[src/rtl/ps2_host_tx_pkg.sv]
// Shared PS/2 host definitions: transmitter state encoding, error codes and
// small constant helpers. Receivers on the same pins import this as well.
package ps2_host_tx_pkg;

  typedef enum logic [2:0] {
    StIdle,
    StInhibit,
    StReq,
    StShift,
    StAck,
    StWaitIdle,
    StDone,
    StError
  } state_e;

  typedef logic [1:0] err_code_t;

  localparam err_code_t ErrNone   = 2'b00;
  localparam err_code_t ErrStart  = 2'b01;
  localparam err_code_t ErrPacket = 2'b10;
  localparam err_code_t ErrNoAck  = 2'b11;

  // Microseconds to system clock cycles; integer MHz clocks assumed.
  function automatic int unsigned us_to_cyc(input int unsigned hz, input int unsigned us);
    return (hz / 32'd1_000_000) * us;
  endfunction

  // Odd parity bit appended after the data bits.
  function automatic logic odd_parity(input logic [7:0] b);
    return ~^b;
  endfunction

endpackage

[src/rtl/ps2_host_tx_if.sv]
// Command-byte handshake between a requester (master) and the PS/2 host
// transmitter (slave).
//   tx_valid/tx_data : request and byte, accepted when tx_valid & tx_ready
//   tx_done/tx_error : one-cycle completion pulses, err_code valid with tx_error
//   busy             : a transmission owns the PS/2 bus
interface ps2_host_tx_if;
  import ps2_host_tx_pkg::*;

  logic      tx_valid;
  logic [7:0] tx_data;
  logic      tx_ready;
  logic      tx_done;
  logic      tx_error;
  err_code_t err_code;
  logic      busy;

  modport master (
    output tx_valid, tx_data,
    input  tx_ready, tx_done, tx_error, err_code, busy
  );

  modport slave (
    input  tx_valid, tx_data,
    output tx_ready, tx_done, tx_error, err_code, busy
  );
endinterface

[src/rtl/ps2_host_tx_line_filter.sv]
// PS/2 line input conditioning: 2-flop synchroniser followed by a glitch
// filter. The filtered level moves only after FILTER_LEN consecutive
// synchronised samples disagree with it; fall_o pulses for one cycle when the
// filtered level goes 1->0.
//   clk, rst : system clock, asynchronous active-high reset
//   line_i   : raw pin level (asynchronous)
//   level_o  : filtered level (resets high, the idle bus level)
//   fall_o   : one-cycle falling-edge event
module ps2_host_tx_line_filter #(
  parameter int unsigned FILTER_LEN = 8
) (
  input  logic clk,
  input  logic rst,
  input  logic line_i,
  output logic level_o,
  output logic fall_o
);

  localparam int unsigned CntW = $clog2(FILTER_LEN + 1);
  localparam logic [CntW-1:0] CntLast = CntW'(FILTER_LEN - 1);

  logic [1:0]      sync_q;
  logic            level_q;
  logic            fall_q;
  logic [CntW-1:0] cnt_q;

  always_ff @(posedge clk or posedge rst) begin
    if (rst) begin
      sync_q  <= 2'b11;
      level_q <= 1'b1;
      fall_q  <= 1'b0;
      cnt_q   <= '0;
    end else begin
      sync_q <= {sync_q[0], line_i};
      fall_q <= 1'b0;
      if (sync_q[1] == level_q) begin
        cnt_q <= '0;
      end else if (cnt_q == CntLast) begin
        // FILTER_LEN-th disagreeing sample: accept the new level.
        level_q <= sync_q[1];
        fall_q  <= level_q;
        cnt_q   <= '0;
      end else begin
        cnt_q <= cnt_q + 1'b1;
      end
    end
  end

  assign level_o = level_q;
  assign fall_o  = fall_q;

endmodule

[src/rtl/ps2_host_tx.sv]
// PS/2 host-to-device transmitter. Inhibits the bus, issues request-to-send,
// shifts out one command byte (LSB first, odd parity, stop) on device-driven
// clock edges and checks the device ACK.
//   clk, rst               : system clock, asynchronous active-high reset
//   tx_if (slave)          : command handshake, completion pulses, busy
//   ps2clk_in, ps2data_in  : pin levels (asynchronous)
//   ps2clk_oe, ps2data_oe  : 1 pulls the open-drain pin low
module ps2_host_tx
  import ps2_host_tx_pkg::*;
#(
  parameter int unsigned CLK_HZ            = 28_000_000,
  parameter int unsigned INHIBIT_US        = 120,
  parameter int unsigned START_TIMEOUT_US  = 15_000,
  parameter int unsigned PACKET_TIMEOUT_US = 2_000,
  parameter int unsigned FILTER_LEN        = 8
) (
  input  logic clk,
  input  logic rst,
  ps2_host_tx_if.slave tx_if,
  input  logic ps2clk_in,
  input  logic ps2data_in,
  output logic ps2clk_oe,
  output logic ps2data_oe
);

  localparam int unsigned InhCyc   = us_to_cyc(CLK_HZ, INHIBIT_US);
  localparam int unsigned StartCyc = us_to_cyc(CLK_HZ, START_TIMEOUT_US);
  localparam int unsigned PktCyc   = us_to_cyc(CLK_HZ, PACKET_TIMEOUT_US);
  localparam int unsigned MaxCyc   = (InhCyc > StartCyc) ?
                                     ((InhCyc > PktCyc) ? InhCyc : PktCyc) :
                                     ((StartCyc > PktCyc) ? StartCyc : PktCyc);
  localparam int unsigned TmrW     = $clog2(MaxCyc + 1);

  localparam logic [TmrW-1:0] InhPre    = TmrW'(InhCyc - 2);
  localparam logic [TmrW-1:0] InhLast   = TmrW'(InhCyc - 1);
  localparam logic [TmrW-1:0] StartLast = TmrW'(StartCyc - 1);
  localparam logic [TmrW-1:0] PktLast   = TmrW'(PktCyc - 1);

  logic clk_lvl, clk_fall, data_lvl, unused_data_fall;

  ps2_host_tx_line_filter #(.FILTER_LEN(FILTER_LEN)) u_clk_filt (
    .clk     (clk),
    .rst     (rst),
    .line_i  (ps2clk_in),
    .level_o (clk_lvl),
    .fall_o  (clk_fall)
  );

  ps2_host_tx_line_filter #(.FILTER_LEN(FILTER_LEN)) u_data_filt (
    .clk     (clk),
    .rst     (rst),
    .line_i  (ps2data_in),
    .level_o (data_lvl),
    .fall_o  (unused_data_fall)
  );

  state_e          state_q;
  logic [8:0]      shift_q;  // {parity, data}; shifts right, back-filled with stop (1)
  logic [3:0]      edge_q;   // device falling edges seen so far
  logic [TmrW-1:0] tmr_q;    // shared inhibit / start / packet timer
  logic            clk_oe_q, data_oe_q;
  logic            ready_q, busy_q, done_q, error_q;
  err_code_t       err_code_q;
  err_code_t       fail_code;

  // Failure detection; a non-zero code overrides the normal transition.
  always_comb begin
    fail_code = ErrNone;
    case (state_q)
      StReq: begin
        if (!clk_fall && tmr_q == StartLast) fail_code = ErrStart;
      end
      StShift, StWaitIdle: begin
        if (tmr_q == PktLast) fail_code = ErrPacket;
      end
      StAck: begin
        if (clk_fall && data_lvl) fail_code = ErrNoAck;
        else if (tmr_q == PktLast) fail_code = ErrPacket;
      end
      default: ;
    endcase
  end

  always_ff @(posedge clk or posedge rst) begin
    if (rst) begin
      state_q    <= StIdle;
      shift_q    <= '0;
      edge_q     <= '0;
      tmr_q      <= '0;
      clk_oe_q   <= 1'b0;
      data_oe_q  <= 1'b0;
      ready_q    <= 1'b1;
      busy_q     <= 1'b0;
      done_q     <= 1'b0;
      error_q    <= 1'b0;
      err_code_q <= ErrNone;
    end else begin
      done_q  <= 1'b0;
      error_q <= 1'b0;
      tmr_q   <= tmr_q + 1'b1;
      case (state_q)
        StIdle: begin
          tmr_q <= '0;
          if (tx_if.tx_valid) begin
            shift_q  <= {odd_parity(tx_if.tx_data), tx_if.tx_data};
            clk_oe_q <= 1'b1;
            busy_q   <= 1'b1;
            ready_q  <= 1'b0;
            state_q  <= StInhibit;
          end
        end
        StInhibit: begin
          // Start bit goes out during the final inhibit cycle.
          if (tmr_q == InhPre) data_oe_q <= 1'b1;
          if (tmr_q == InhLast) begin
            clk_oe_q <= 1'b0;
            tmr_q    <= '0;
            state_q  <= StReq;
          end
        end
        StReq: begin
          if (clk_fall) begin
            data_oe_q <= ~shift_q[0];
            shift_q   <= {1'b1, shift_q[8:1]};
            edge_q    <= 4'd1;
            tmr_q     <= '0;
            state_q   <= StShift;
          end
        end
        StShift: begin
          // Edges 2..10 drive data 1..7, parity, then the back-filled stop.
          if (clk_fall) begin
            data_oe_q <= ~shift_q[0];
            shift_q   <= {1'b1, shift_q[8:1]};
            edge_q    <= edge_q + 4'd1;
            if (edge_q == 4'd9) state_q <= StAck;
          end
        end
        StAck: begin
          if (clk_fall && !data_lvl) state_q <= StWaitIdle;
        end
        StWaitIdle: begin
          if (clk_lvl && data_lvl) begin
            done_q  <= 1'b1;
            busy_q  <= 1'b0;
            state_q <= StDone;
          end
        end
        StDone, StError: begin
          ready_q <= 1'b1;
          state_q <= StIdle;
        end
        default: state_q <= StIdle;
      endcase

      if (fail_code != ErrNone) begin
        error_q    <= 1'b1;
        err_code_q <= fail_code;
        busy_q     <= 1'b0;
        clk_oe_q   <= 1'b0;
        data_oe_q  <= 1'b0;
        state_q    <= StError;
      end
    end
  end

  assign tx_if.tx_ready = ready_q;
  assign tx_if.tx_done  = done_q;
  assign tx_if.tx_error = error_q;
  assign tx_if.err_code = err_code_q;
  assign tx_if.busy     = busy_q;
  assign ps2clk_oe      = clk_oe_q;
  assign ps2data_oe     = data_oe_q;

endmodule

[src/flat_wrapper.sv]
// flat-port wrapper written by rule: the top's interface ports become plain ports
module ps2_host_tx_flat import ps2_host_tx_pkg::*;
#(
  parameter int unsigned CLK_HZ            = 28_000_000,
  parameter int unsigned INHIBIT_US        = 120,
  parameter int unsigned START_TIMEOUT_US  = 15_000,
  parameter int unsigned PACKET_TIMEOUT_US = 2_000,
  parameter int unsigned FILTER_LEN        = 8
)
  (clk, rst, ps2clk_in, ps2data_in, ps2clk_oe, ps2data_oe, tx_if_tx_valid, tx_if_tx_data, tx_if_tx_ready, tx_if_tx_done, tx_if_tx_error, tx_if_err_code, tx_if_busy);
  ps2_host_tx_if tx_if_i ();
  input  logic clk;
  input  logic rst;
  input  logic ps2clk_in;
  input  logic ps2data_in;
  output logic ps2clk_oe;
  output logic ps2data_oe;
  input wire logic [$bits(tx_if_i.tx_valid)-1:0] tx_if_tx_valid;
  input wire logic [$bits(tx_if_i.tx_data)-1:0] tx_if_tx_data;
  output wire logic [$bits(tx_if_i.tx_ready)-1:0] tx_if_tx_ready;
  output wire logic [$bits(tx_if_i.tx_done)-1:0] tx_if_tx_done;
  output wire logic [$bits(tx_if_i.tx_error)-1:0] tx_if_tx_error;
  output wire logic [$bits(tx_if_i.err_code)-1:0] tx_if_err_code;
  output wire logic [$bits(tx_if_i.busy)-1:0] tx_if_busy;
  assign tx_if_i.tx_valid = tx_if_tx_valid;
  assign tx_if_i.tx_data = tx_if_tx_data;
  assign tx_if_tx_ready = tx_if_i.tx_ready;
  assign tx_if_tx_done = tx_if_i.tx_done;
  assign tx_if_tx_error = tx_if_i.tx_error;
  assign tx_if_err_code = tx_if_i.err_code;
  assign tx_if_busy = tx_if_i.busy;
  ps2_host_tx #(.CLK_HZ(CLK_HZ), .INHIBIT_US(INHIBIT_US), .START_TIMEOUT_US(START_TIMEOUT_US), .PACKET_TIMEOUT_US(PACKET_TIMEOUT_US), .FILTER_LEN(FILTER_LEN)) u_core (.clk(clk), .rst(rst), .tx_if(tx_if_i), .ps2clk_in(ps2clk_in), .ps2data_in(ps2data_in), .ps2clk_oe(ps2clk_oe), .ps2data_oe(ps2data_oe));
endmodule
[config.mk]
export PLATFORM = sky130hd
export DESIGN_NAME = ps2_host_tx_flat
export DESIGN_NICKNAME = d
export VERILOG_FILES = /design/src/rtl/ps2_host_tx_pkg.sv /design/src/rtl/ps2_host_tx_if.sv /design/src/rtl/ps2_host_tx_line_filter.sv /design/src/rtl/ps2_host_tx.sv /design/src/flat_wrapper.sv
export SDC_FILE = /design/constraint.sdc
export NUM_CORES = 1
export LEC_CHECK = 0
export ABC_AREA = 0
export BUFFER_PORTS_ARGS = -buffer_cell sky130_fd_sc_hd__buf_2
export CAP_MARGIN = 0
export CORE_ASPECT_RATIO = 1.4
export CORE_MARGIN = 3
export CORE_UTILIZATION = 63
export DETAILED_ROUTE_END_ITERATION = 10
export PLACE_DENSITY = 0.93
export RECOVER_POWER = 25
export SETUP_SLACK_MARGIN = 0.4
export SLEW_MARGIN = 10
export SYNTH_ARGS = -nofsm -noshare
export SYNTH_HDL_FRONTEND = slang
export SYNTH_SLANG_ARGS = --single-unit
export TNS_END_PERCENT = 100
[constraint.sdc]
create_clock -name clk -period 3.81 [get_ports clk]
set_clock_uncertainty 0.05 [all_clocks]
set_input_delay 0.381 -clock clk [delete_from_list [all_inputs] [get_ports clk]]
set_output_delay 0.381 -clock clk [all_outputs]
set_load 0.05 [all_outputs]
* Yosys cells after proc, flatten, opt, wreduce, memory -nomap -nowiden
Index checks and enable logic that the tools add are counted.
Storage, ports and cells: flip-flop bits (word level) 58, bits of input ports 13, output and inout port bits 8, word-level logic and storage cells 125
Operators by class: $add $sub $neg 4, equality and inequality tests 29, multiplexer cells 44, bitwise logic cells 3, reductions and logical operators 27
Operators with widths (number):
- 19-bit one-hot mux with 3 select lines | 1
- 19-bit by 12-bit equality test with 1-bit output (second input constant) | 2
- 19-bit 2-to-1 mux | 2
- 3-bit 2-to-1 mux | 8
- 4-bit 2-to-1 mux | 6
- 3-bit one-hot mux with 7 select lines | 1
- 19-bit by 1-bit adder with 19-bit output (second input constant) | 1
- 19-bit by 16-bit equality test with 1-bit output (second input constant) | 1
- 19-bit equality test (second input constant) | 1
- 9-bit 2-to-1 mux | 2
- 3-bit by 1-bit inequality test with 1-bit output (second input constant) | 6
- 9-bit one-hot mux with 2 select lines | 1
- 1-bit 2-to-1 mux | 15
- 3-bit AND reduction | 5
- 4-bit by 1-bit adder with 4-bit output (second input constant) | 3
- 3-bit equality test (second input constant) | 4
- 3-bit by 2-bit inequality test with 1-bit output (second input constant) | 3
- 3-bit nonzero test | 3
- 4-bit by 3-bit equality test with 1-bit output (second input constant) | 2
- 1-bit one-hot mux with 2 select lines | 4
- 4-bit one-hot mux with 2 select lines | 1
- 2-bit nonzero test | 4
- 8-bit XNOR reduction | 1
- 7-bit AND reduction | 1
- other kinds (14) | 29

* Depth between registers and ports, before layout
Gate-level depths: netlist (run 1).
depth after elaboration 7, mapped depth 7, depth with buffers taken out 6

* Hierarchy
From an unflattened synthesis (run 1), not the netlist that was laid out.
Second synthesis, totals: cell total of the unflattened synthesis 289, area total of the unflattened synthesis 2981.6 µm²
Modules (own cells, without submodules):
- ps2_host_tx | times used 1, cells an instance 245, area each 2351.0 µm², seq. area each 1077.3 µm²
- ps2_host_tx_line_filter | times used 2, cells an instance 22, area each 315.3 µm², seq. area each 203.9 µm²

* Least setup slack after synthesis (run 1)
Ideal clock, no wire load.
kind register to register, start point reg u_core.tmr_q[9], end point reg u_core.tmr_q[10], setup time 0.119 ns, arrival 2.337 ns, required time 3.641 ns, path slack 1.304 ns, cell stages (with the launch flop) 8, path buffers 2, clock period less this slack 2.506 ns, cells stage by stage dfrtp_1 > buf_6 > or4b_1 > or3_1 > or3_4 > a221oi_4 > buf_6 > nor2_1
On the way: longest elaborated chain between the ends 3, elaborated cells between the ends (all ways) 5, classes of those cells add/sub: 1; eq/ne: 1; mux: 3
Ends and longest elaborated chain:
- from (decl) | RTL line ps2_host_tx.sv:60 | logic [TmrW-1:0] tmr_q;
- from (signal assigned) | RTL line ps2_host_tx.sv:100 | tmr_q <= tmr_q + 1'b1;
- 19-bit by 1-bit adder with 19-bit output / 19-bit by 12-bit equality test with 1-bit output (equally long branches) | RTL line ps2_host_tx.sv:100, ps2_host_tx.sv:115
- 19-bit 2-to-1 mux (on tied branches) | RTL line ps2_host_tx.sv:122, ps2_host_tx.sv:115
- 19-bit one-hot mux with 3 select lines (*) | RTL line ps2_host_tx.sv:101 | case (state_q)
Mark *: on every way between the ends. The rest lies on a longest branch, timed or not. A chain may end at the register's enable or synchronous reset.

* Worst setup path in the final report (run 1)
start point reg u_core.tmr_q[9], end point reg u_core.tmr_q[17]
Same word-level chain as after synthesis.

==> results of run 1 <==
worst paths after layout:
path / endpoint / slack [ps] / depth (start not counted)
max: u_core.tmr_q[17] / 1030 / 5
max reg2reg: u_core.tmr_q[17] / 1030 / 5
min: u_core.u_clk_filt.sync_q[0] / 90 / 1
max in group asynchronous: u_core.u_clk_filt.level_o / 2070 / 4
min in group asynchronous: u_core.u_clk_filt.cnt_q[2] / 670 / 3
min reg2reg: u_core.u_data_filt.sync_q[1] / 310 / 0
routing by layer:
layer	global-route usage (%)	wire length, um	share of wire, %
met1	25.9	2210	41
met2	37.9	2750	51
met3	6.36	243	4.5
met4	13.3	142	2.7
met5	0	0	0
layout make-up:
type | instances | area share, %
Clock buffer | 12 | 4.58
Multi-Input combinational cell | 208 | 41.0
Tap cell | 60 | 2.37
Timing Repair Buffer | 22 | 3.71
Clock inverter | 3 | 1.26
Sequential cell | 58 | 46.1
Inverter | 8 | 0.948
repair_timing:
item / CTS / global route
endpoints found under the hold margin: 15 / 0
hold buffers: 1 / 0
setup endpoints to repair: 0 / 0
registers in the layout (all words and copies together) (netlist names):
name,cells
u_core.tx_if.tx_error,1
u_core.tx_if.tx_done,1
u_core.u_data_filt.sync_q,2
u_core.u_clk_filt.fall_o,1
u_core.edge_q,4
u_core.tx_if.busy,1
u_core.ps2data_oe,1
u_core.u_data_filt.cnt_q,4
u_core.u_clk_filt.cnt_q,4
u_core.tx_if.tx_ready,1
u_core.ps2clk_oe,1
u_core.tmr_q,19
u_core.tx_if.err_code,2
u_core.u_clk_filt.level_o,1
u_core.u_clk_filt.sync_q,2
u_core.shift_q,9
u_core.state_q,3
u_core.u_data_filt.level_o,1
logic make-up after synthesis:
group,after synthesis
multiplexers,8
AO/OA/AOI/OAI,42
XOR/XNOR,28
flip-flops,58
AND/OR/NAND/NOR,124
adder cells (fa/ha/maj),6
buffers and inverters,16
power breakdown:
part,internal (mW),total (mW),switching (mW)
combinational,0.0803,0.169,0.0882
clock,0.314,0.538,0.224
sequential,0.678,0.740,0.0627
cells in the final DEF, fill, tap and decap left out, drive strengths merged, types with 3 or more instances in the layout:
cell    instances
a21oi           8
dfstp           7
nor2b           3
nor3           10
nor3b           3
o21ai          18
dfrtp          51
nand4           7
nand2          25
nor4            3
nand2b          4
nand3          15
xnor2          19
and3            3
clkbuf         12
a21bo           3
mux2i           7
nor2           37
xor2            9
inv             8
ha              6
or3             3
buf            21
worst max-delay path, stage by stage, from the launching register on:
cell	delay [ps]
dfrtp_1	460
or4b_1	500
or3_1	380
or3_4	400
a221oi_4	680
nor2_1	140
metrics by stage:
stage	instances	util, %	total power, mW	area, um^2	hold WS (ps)
floorplan	282	-	0.870	2840	295
global placement	355	69.6	0.908	2970	296
detailed placement	355	69.6	0.923	2970	299
CTS	371	74.1	1.46	3170	73.0
global route	371	74.1	1.52	3170	75.3
finish	371	74.1	1.45	3170	88.9
==> metrics.md, run 1 <==
| Metric | Value |
|---|---|
| Vias in the first global route | `2129` |
| FF/Latch Area | `1460 um^2` |
| Routed len/inst | `14.4 um` |
| Post-Syn Nets | `301` |
| Clk buf depth | `2` |
| Number of CTS-inserted buffers | `9` |
| Ranking of synthesized cells by area | `dfrtp_1 45%, dfstp_2 6.5%, xnor2_1 5.9%` |
| CP Launch Type | `flop` |
| Htree depth | `3` |
| Std-Cell Rows | `28` |
| R2r startpoint | `u_core.tmr_q[9]` |
| Yosys warnings | `0` |
| Pleak | `1.50 nW` |
| PortBufs | `20` |
| CP required | `3940 ps` |
| Pin count of the biggest net entering global routing | `38` |
| CTS tree | `yes` |
| Max VDD drop | `0.447 mV` |
| Status | `completed` |
| Post-route setup TNS | `0 ps` |
| Final Hold Fails | `0` |
| Fill cells | `311` |
| P&R area growth vs syn | `11.7%` |
| RSZ-0062 raised after global routing | `false` |
| Fmax | `360 MHz` |
| Final ANT Viol Nets | `0` |
| Area occupied by multi-input gates | `1300 um^2` |
| Count leader, synth | `dfrtp_1` |
| DRC viols | `0` |
| Minimum clock period after layout | `2780 ps` |
| Die height | `85.4 um` |
| Tightest Pin Transition | `793 ps` |
| Root Driver | `clkbuf_8` |
| Synth cell count leaders | `51 x dfrtp_1, 37 x nor2_1, 25 x nand2_1` |
| Slew margin rel. | `47.0%` |
| Fraction of registers with async set/reset | `100%` |
| Critical path class | `reg -> reg` |
| Largest family of logic cells by synthesized area | `simple AND/OR/NAND/NOR gates` |
| Starting Density | `66.3%` |
| Overall fraction of global-route tracks in use | `22.6%` |
| Pre-antenna DRT Iters | `4` |
| # resized after CTS | `0` |
| Layout Nets | `326` |
| Placed wire-length estimate | `3770 um` |
| Synth Area in XOR/XNOR | `8.65%` |
| Post-Synth Adder-Cell Area | `2.65%` |
| Final worst setup slack | `1030 ps` |
| Die W | `62.7 um` |
| Post-synthesis compound-gate area fraction | `10.0%` |
| Worst setup startpoint | `u_core.tmr_q[9]` |
| Cell Area, Synth | `2840 um^2` |
| Top-area cell type share of the netlist area | `45.0%` |
| Mux cell area share after synthesis | `2.87%` |
| Iter 0 DRT Violations | `183` |
| Clock transition at path regs | `60 ps` |
| Vias per cell | `5.72` |
| PD cells | `457 nW/um^2` |
| ANT cells | `0` |
| DRT Wirelength | `5350 um` |
| Critical path peak fanout | `19` |
| Post-synth EDFFs | `0` |
| Origin of the worst min-delay path | `ps2clk_in` |
| Initial antenna violation count | `0` |
| Cell variety after synth | `46` |
| Hold WC Path Type | `in -> reg` |
| Core area | `4270 um^2` |
| Via Count | `2122` |
| Aggregate global routing overflow | `0` |
| Final Max Tran Viols | `0` |
| Routability cong. | `0.793` |
| Crit path DAT | `2900 ps` |
| Synth Register Bits | `58` |
| Top FF cell, synth | `dfrtp_1` |
| Die area | `5350 um^2` |
| Synth Instances | `282` |
| Layout cells sized above 1 | `15.4%` |
| Post-Syn Area per Cell | `10.1 um^2` |
| Final setup violation count | `0` |
| CTS sink count | `58` |
| Post-CTS Setup Repair Bufs | `0` |
| Post-synth top area cell | `dfrtp_1` |
| Clk_lat worst skew | `340 ps` |
| Critical path capture point type | `flop` |
| Simple-gate share of the synthesized area | `21.7%` |
| Number of max-cap violations | `0` |
| Final period utilization | `72.8%` |
| First-pass GRT wire length | `9410 um` |
| Place WS | `1030 ps` |
| Ports | `21` |
| Sequential share of the synthesized area | `51.5%` |
Note: power is estimated with default switching activity, not from simulation.
==> inputs of run 2 (changes only) <==
--- a/config.mk
+++ b/config.mk
@@ -5,14 +5,14 @@
 export SDC_FILE = /design/constraint.sdc
 export NUM_CORES = 1
 export LEC_CHECK = 0
-export ABC_AREA = 0
+export ABC_AREA = 1
 export BUFFER_PORTS_ARGS = -buffer_cell sky130_fd_sc_hd__buf_2
 export CAP_MARGIN = 0
 export CORE_ASPECT_RATIO = 1.4
 export CORE_MARGIN = 3
-export CORE_UTILIZATION = 63
+export CORE_UTILIZATION = 60
 export DETAILED_ROUTE_END_ITERATION = 10
-export PLACE_DENSITY = 0.93
+export PLACE_DENSITY = 0.89
 export RECOVER_POWER = 25
 export SETUP_SLACK_MARGIN = 0.4
 export SLEW_MARGIN = 10
==> constraint.sdc (replaced) <==
create_clock -name clk -period 2.9 [get_ports clk]
set_clock_uncertainty 0.05 [all_clocks]
set_input_delay 0.29 -clock clk [delete_from_list [all_inputs] [get_ports clk]]
set_output_delay 0.29 -clock clk [all_outputs]
set_load 0.05 [all_outputs]
==> run 2 against run 1 <==
Synthesized cell count up 37%. Area after synthesis rose by 11%. Setup slack improved by 52 ps. Via count increased by 26%. Cell area grew 11%. Sequential cell count is the same. Critical path depth rose by 5. Total power rose by 110%. Register-to-register slack better by 50 ps.
==> metrics.md, run 2 <==
| Metric | Value |
|---|---|
| Critical path peak fanout | `6` |
| Routed len/inst | `14.5 um` |
| Cell Area, Synth | `3150 um^2` |
| Clk_lat worst skew | `330 ps` |
| Most frequent cells in the layout | `92 x nand2_1, 57 x nor2_1, 51 x dfrtp_1` |
| Pin count of the biggest net entering global routing | `37` |
| Pleak | `1.63 nW` |
| Cell area after layout | `3530 um^2` |
| Critical path capture point type | `flop` |
| CP max stage cell | `dfrtp_1` |
| Die area | `6160 um^2` |
| Crit path DAT | `1980 ps` |
| Final Hold Fails | `0` |
| Overall fraction of global-route tracks in use | `25.8%` |
| Met3 usage | `5.76%` |
| ANT cells | `0` |
| Fill cells | `372` |
| Finished Layout Cells | `482` |
| CP required | `3070 ps` |
| Critical path class | `reg -> reg` |
| First-pass GRT wire length | `11700 um` |
| DRC viols | `0` |
| Placed cell areas | `3270 um^2` |
| Number of max-cap violations | `0` |
| Vias in the first global route | `2595` |
| Ranking of synthesized cells by area | `dfrtp_1 41%, nand2_1 11%, nor2_1 6.8%` |
| Met1 Track Usage GR | `28.7%` |
| Clock transition at path regs | `60 ps` |
| Core area | `4950 um^2` |
| Synth Instances | `386` |
| Post-route setup TNS | `0 ps` |
| Crit-path cells | `ha_1 > inv_1 > nor2_2 > nand2_2 > nor2_4 > nand2_2 > nor2_4 > nand4_1 > nand2_1 > nor2_1` |
| RSZ-0062 raised after global routing | `false` |
| Post-synth EDFFs | `0` |
| Final period utilization | `62.5%` |
| Placed wire-length estimate | `4890 um` |
| Buf+Inv Stages, Crit Path | `1` |
| Post-synth top area cell | `dfrtp_1` |
| Synth Register Bits | `58` |
| CP peak stage delay | `440 ps` |
| Yosys warnings | `0` |
| Top-area cell type share of the netlist area | `40.6%` |
| Post-Syn Area per Cell | `8.15 um^2` |
| CTS sink count | `58` |
| Die W | `67.2 um` |
| Initial antenna violation count | `0` |
| Count leader, synth | `nand2_1` |
| Htree depth | `3` |
| Clk buf depth | `2` |
| Top FF cell, synth | `dfrtp_1` |
| # resized after CTS | `0` |
| Most flops, register | `u_core.tmr_q` |
| Aggregate global routing overflow | `0` |
| Layout Nets | `432` |
| DRT Wirelength | `6970 um` |
| Iter 0 DRT Violations | `214` |
| Dpl cells | `463` |
| PD cells | `852 nW/um^2` |
| Pre-antenna DRT Iters | `9` |
| Minimum clock period after layout | `1810 ps` |
| Commonest non-fill, non-tap cell in the layout | `nand2_1` |
| Fmax | `551 MHz` |
| Met2 usage | `43.1%` |
| Sequential share of the synthesized area | `46.4%` |
| Std-Cell Rows | `30` |
| Max VDD drop | `0.659 mV` |
| Max reg flops | `19` |
| Starting Density | `63.5%` |
| Fraction of registers with async set/reset | `100%` |
| Routability cong. | `0.943` |
| PortBufs | `20` |
| Status | `completed` |
| Final ANT Viol Nets | `0` |
| Root Driver | `clkbuf_8` |
| Final setup violation count | `0` |
| Number of CTS-inserted buffers | `9` |
| Via Count | `2683` |
| Final Max Tran Viols | `0` |
| Post-Syn Nets | `405` |
| Vias per cell | `5.57` |
| Hold WC Path Type | `in -> reg` |
| Synth cell count leaders | `92 x nand2_1, 57 x nor2_1, 51 x dfrtp_1` |
| Slew margin rel. | `45.8%` |
| Largest registers | `u_core.tmr_q x19, u_core.shift_q x9` |
| Tightest Pin Transition | `812 ps` |
| Cell variety after synth | `34` |
| Die height | `91.7 um` |
| Busiest grt layer | `met2` |
| P&R area growth vs syn | `12.2%` |
| Delay-heaviest family, CP | `simple AND/OR/NAND/NOR gates` |
| Ports | `21` |
| CP Launch Type | `flop` |
| Total chip power | `3.01 mW` |
| Layout cells sized above 1 | `18.7%` |
| CTS tree | `yes` |
run 2: final cells by class:
type	instances	area, um^2	area share, %
clock buffers	14	173	4.89
inverters	38	148	4.18
clock inverters	2	60.1	1.70
well taps	64	80.1	2.27
multi-input cells	282	1470	41.7
repair buffers	24	138	3.90
flip-flops and latches	58	1460	41.4
run 2: what timing repair did:
| item | in CTS | in global routing |
|---|---|---|
| setup buffers | 0 | 0 |
| hold endpoints to repair | 20 | 0 |
| hold buffers | 3 | 0 |
run 2: where the power goes:
part	internal [mW]	leakage (nW)	switching (mW)	total, mW
sequential	0.993	0.727	0.176	1.17
clock	0.555	0.117	0.298	0.854
combinational	0.318	0.787	0.666	0.984
run 2: per-stage QoR:
step           hold WS (ps)  util (%)  worst slack (ps)
2_1_floorplan           244         -              1140
3_3_place_gp            268      65.9              1190
3_5_place_dp            273      65.9              1110
4_1_cts                 171      71.2              1100
5_1_grt                 185      71.2               934
6_report                183      71.2              1090
run 2: kinds of logic after synthesis:
kind of cell             after synthesis  synth area share, %
AO/OA/AOI/OAI                         32                 5.65
buffers and inverters                 46                 6.80
AND/OR/NAND/NOR                      223                 32.9
flip-flops                            58                 46.4
XOR/XNOR                              21                 5.85
adder cells (fa/ha/maj)                6                 2.39
run 2: path summary, 6_finish.rpt:
check                                        startpoint                           end  slack, ps  cells past startpoint
hold reg to reg            u_core.u_data_filt.sync_q[0]  u_core.u_data_filt.sync_q[1]        310                      0
hold / removal                         tx_if_tx_data[7]             u_core.shift_q[7]        180                      3
min in group asynchronous                           rst    u_core.u_clk_filt.cnt_q[3]        610                      3
setup / recovery                        u_core.tmr_q[0]              u_core.tmr_q[18]       1090                     10
setup reg to reg                        u_core.tmr_q[0]              u_core.tmr_q[18]       1090                     10
max in group asynchronous                           rst  u_core.u_data_filt.sync_q[0]       1210                      4
run 2: metal layers:
metal / share of wire, % / up-vias
met5: 0 / -
met2: 52 / 114
met4: 5.3 / 0
met1: 38 / 1245
met3: 4.6 / 42
li1: - / 1282
run 2: worst min-delay path: cells and delay by family:
kind | cells | cell delay (ps)
AOI/OAI and AO/OA | 1 | 70
buffers and inverters | 1 | 110
and+or+nand+nor | 1 | 60
==> inputs of run 3 (changes only) <==
--- a/config.mk
+++ b/config.mk
@@ -5,14 +5,14 @@
 export SDC_FILE = /design/constraint.sdc
 export NUM_CORES = 1
 export LEC_CHECK = 0
-export ABC_AREA = 1
+export ABC_AREA = 0
 export BUFFER_PORTS_ARGS = -buffer_cell sky130_fd_sc_hd__buf_2
 export CAP_MARGIN = 0
 export CORE_ASPECT_RATIO = 1.4
 export CORE_MARGIN = 3
-export CORE_UTILIZATION = 60
+export CORE_UTILIZATION = 54
 export DETAILED_ROUTE_END_ITERATION = 10
-export PLACE_DENSITY = 0.89
+export PLACE_DENSITY = 0.86
 export RECOVER_POWER = 25
 export SETUP_SLACK_MARGIN = 0.4
 export SLEW_MARGIN = 10
==> constraint.sdc (replaced) <==
create_clock -name clk -period 1.5 [get_ports clk]
set_clock_uncertainty 0.05 [all_clocks]
set_input_delay 0.15 -clock clk [delete_from_list [all_inputs] [get_ports clk]]
set_output_delay 0.15 -clock clk [all_outputs]
set_load 0.05 [all_outputs]
==> run 3 against run 2 <==
The run now ends with setup timing left. Critical path depth shrank 4. Cell count shrank 5.6%. Utilization grew 15 points. Die area grew 0.14%. Register-to-register slack lost 2000 ps. Sequential cell count is the same. First-iteration DRC count grew 87%. Setup slack lost 2000 ps. Non-clock buffer count grew 77. Critical endpoint is now u_core.tmr_q[2]. Largest power group unchanged. Highest routed layer unchanged.
==> metrics.md, run 3 (synthesis results as in run 1) <==
| Metric | Value |
|---|---|
| Final period utilization | `162%` |
| First-pass GRT wire length | `14000 um` |
| Most flops, register | `u_core.tmr_q` |
| DRT Wirelength | `11800 um` |
| Tightest Pin Transition | `797 ps` |
| Slew margin rel. | `46.9%` |
| Minimum clock period after layout | `2440 ps` |
| PD cells | `985 nW/um^2` |
| Post-route setup TNS | `-28290 ps` |
| Starting Density | `57.2%` |
| Via Count | `3053` |
| Std-Cell Rows | `30` |
| Number of CTS-inserted buffers | `9` |
| R2R Setup Slk | `-940 ps` |
| Seq pwr share | `45.3%` |
| Fmax | `410 MHz` |
| Layout Nets | `405` |
| Internal power | `2.84 mW` |
| CP Launch Type | `flop` |
| Final setup violation count | `43` |
| P&R area growth vs syn | `51.5%` |
| Failing checks | `setup timing` |
| Placed wire-length estimate | `4490 um` |
| Gate power share | `24.5%` |
| PortBufs | `20` |
| Htree depth | `3` |
| Largest registers | `u_core.tmr_q x19, u_core.shift_q x9` |
| Final ANT Viol Nets | `0` |
| Pleak | `2.01 nW` |
| Hold Path Cell Cnt | `3` |
| Hold WC Path Type | `in -> reg` |
| Iter 0 DRT Violations | `400` |
| Aggregate global routing overflow | `0` |
| Layout cells sized above 1 | `49.1%` |
| Final Hold Fails | `0` |
| Clock transition at path regs | `70 ps` |
| Clk buf depth | `2` |
| Critical path class | `reg -> reg` |
| CP required | `1670 ps` |
| Root Driver | `clkbuf_8` |
| Max VDD drop | `0.753 mV` |
| Number of max-cap violations | `0` |
| Clk_lat worst skew | `370 ps` |
| Most frequent cells in the layout | `61 x buf_4, 48 x dfrtp_1, 33 x nor2_1` |
| Vias per cell | `6.71` |
| Switching power | `1.40 mW` |
| Core area | `4950 um^2` |
| CTS sink count | `58` |
| Overall fraction of global-route tracks in use | `30.5%` |
| Max reg flops | `19` |
| Switching portion of total power | `33.0%` |
| Pin count of the biggest net entering global routing | `59` |
| Die W | `67.2 um` |
| DRC viols | `0` |
| Vias in the first global route | `2873` |
| Routed len/inst | `25.9 um` |
| FF-to-FF path depth | `6` |
| Pre-antenna DRT Iters | `5` |
| CTS tree | `yes` |
| Die area | `6170 um^2` |
| Final worst setup slack | `-937 ps` |
| Critical path peak fanout | `19` |
| Status | `finished with violations` |
| Final Max Tran Viols | `0` |
| ANT cells | `0` |
| Critical path capture point type | `flop` |
| Crit path DAT | `2610 ps` |
| Total chip power | `4.23 mW` |
| Ports | `21` |
| Commonest non-fill, non-tap cell in the layout | `buf_4` |
| Routability cong. | `0.874` |
| RSZ-0062 raised after global routing | `true` |
| Clock network power share | `30.2%` |
| Die height | `91.7 um` |
| Initial antenna violation count | `0` |
run 3: cell count changes in the layout (fill, tap and decap cells not counted), moves of 7 or more:
cell,delta
a31oi_1,-9
buf_2,-9
buf_4,+60
buf_6,+21
inv_1,-25
mux2i_1,+7
nand2_1,-79
nand3_1,-11
nor2_1,-24
nor2_2,-15
o21ai_2,+13
xnor2_1,+7
run 3: through the flow:
stage          setup WS, ps  cells  hold WS [ps]  area, um^2  util (%)
2_1_floorplan          -908    282           104        2860         -
3_3_place_gp           -774    415           194        3440      69.5
3_5_place_dp           -794    415           204        3440      69.5
4_1_cts                -815    442          50.9        3920      79.0
5_1_grt                -981    455          86.1        4290      86.7
6_report               -937    455          77.2        4290      86.7
run 3: area by class of cell:
class | count | area (um^2)
Multi-Input combinational cell | 208 | 1720
Tap cell | 64 | 80.1
Fill cell | 185 | 661
Inverter | 8 | 33.8
Timing Repair Buffer | 101 | 841
Clock inverter | 4 | 20.0
Clock buffer | 12 | 135
Sequential cell | 58 | 1460
run 3: worst max-delay path: stages, from the launching register on:
cell and delay [ps]:
dfrtp_1 390, or4_4 540, or3_4 390, or3_4 360, a221oi_4 290, buf_12 200, nor2_1 90
run 3: final timing paths:
kind	to	from
worst max-delay path	u_core.tmr_q[2]	u_core.tmr_q[16]
worst min-delay path	u_core.shift_q[6]	tx_if_tx_data[6]
worst max register to register	u_core.tmr_q[2]	u_core.tmr_q[16]
worst min register to register	u_core.u_data_filt.sync_q[1]	u_core.u_data_filt.sync_q[0]
max in group asynchronous	u_core.state_q[1]	rst
min in group asynchronous	u_core.state_q[2]	rst
run 3: what timing repair did:
item	4_1_cts	5_1_grt
setup endpoints to repair	60	62
hold endpoints to repair	53	0
cloned	2	0
hold buffers	3	0
setup buffers	6	13
pin swaps	7	29
gates resized for setup	72	65
run 3: power by group through the flow:
stage	logic, mW	clock network [mW]	registers (mW)
after floorplan	0.351	0	1.87
after global placement	0.602	0	1.85
after detailed placement	0.621	0	1.85
after CTS	0.731	1.20	1.83
after global routing	1.08	1.33	1.92
final	1.04	1.28	1.92
run 3: routing by layer:
metal / track usage, % / vias to the layer above / part of all wire (%)
li1: - / 1192 / -
met1: 35.0 / 1467 / 34
met2: 49.5 / 285 / 48
met3: 8.82 / 109 / 10
met4: 17.6 / 0 / 7.7
met5: 0 / - / 0
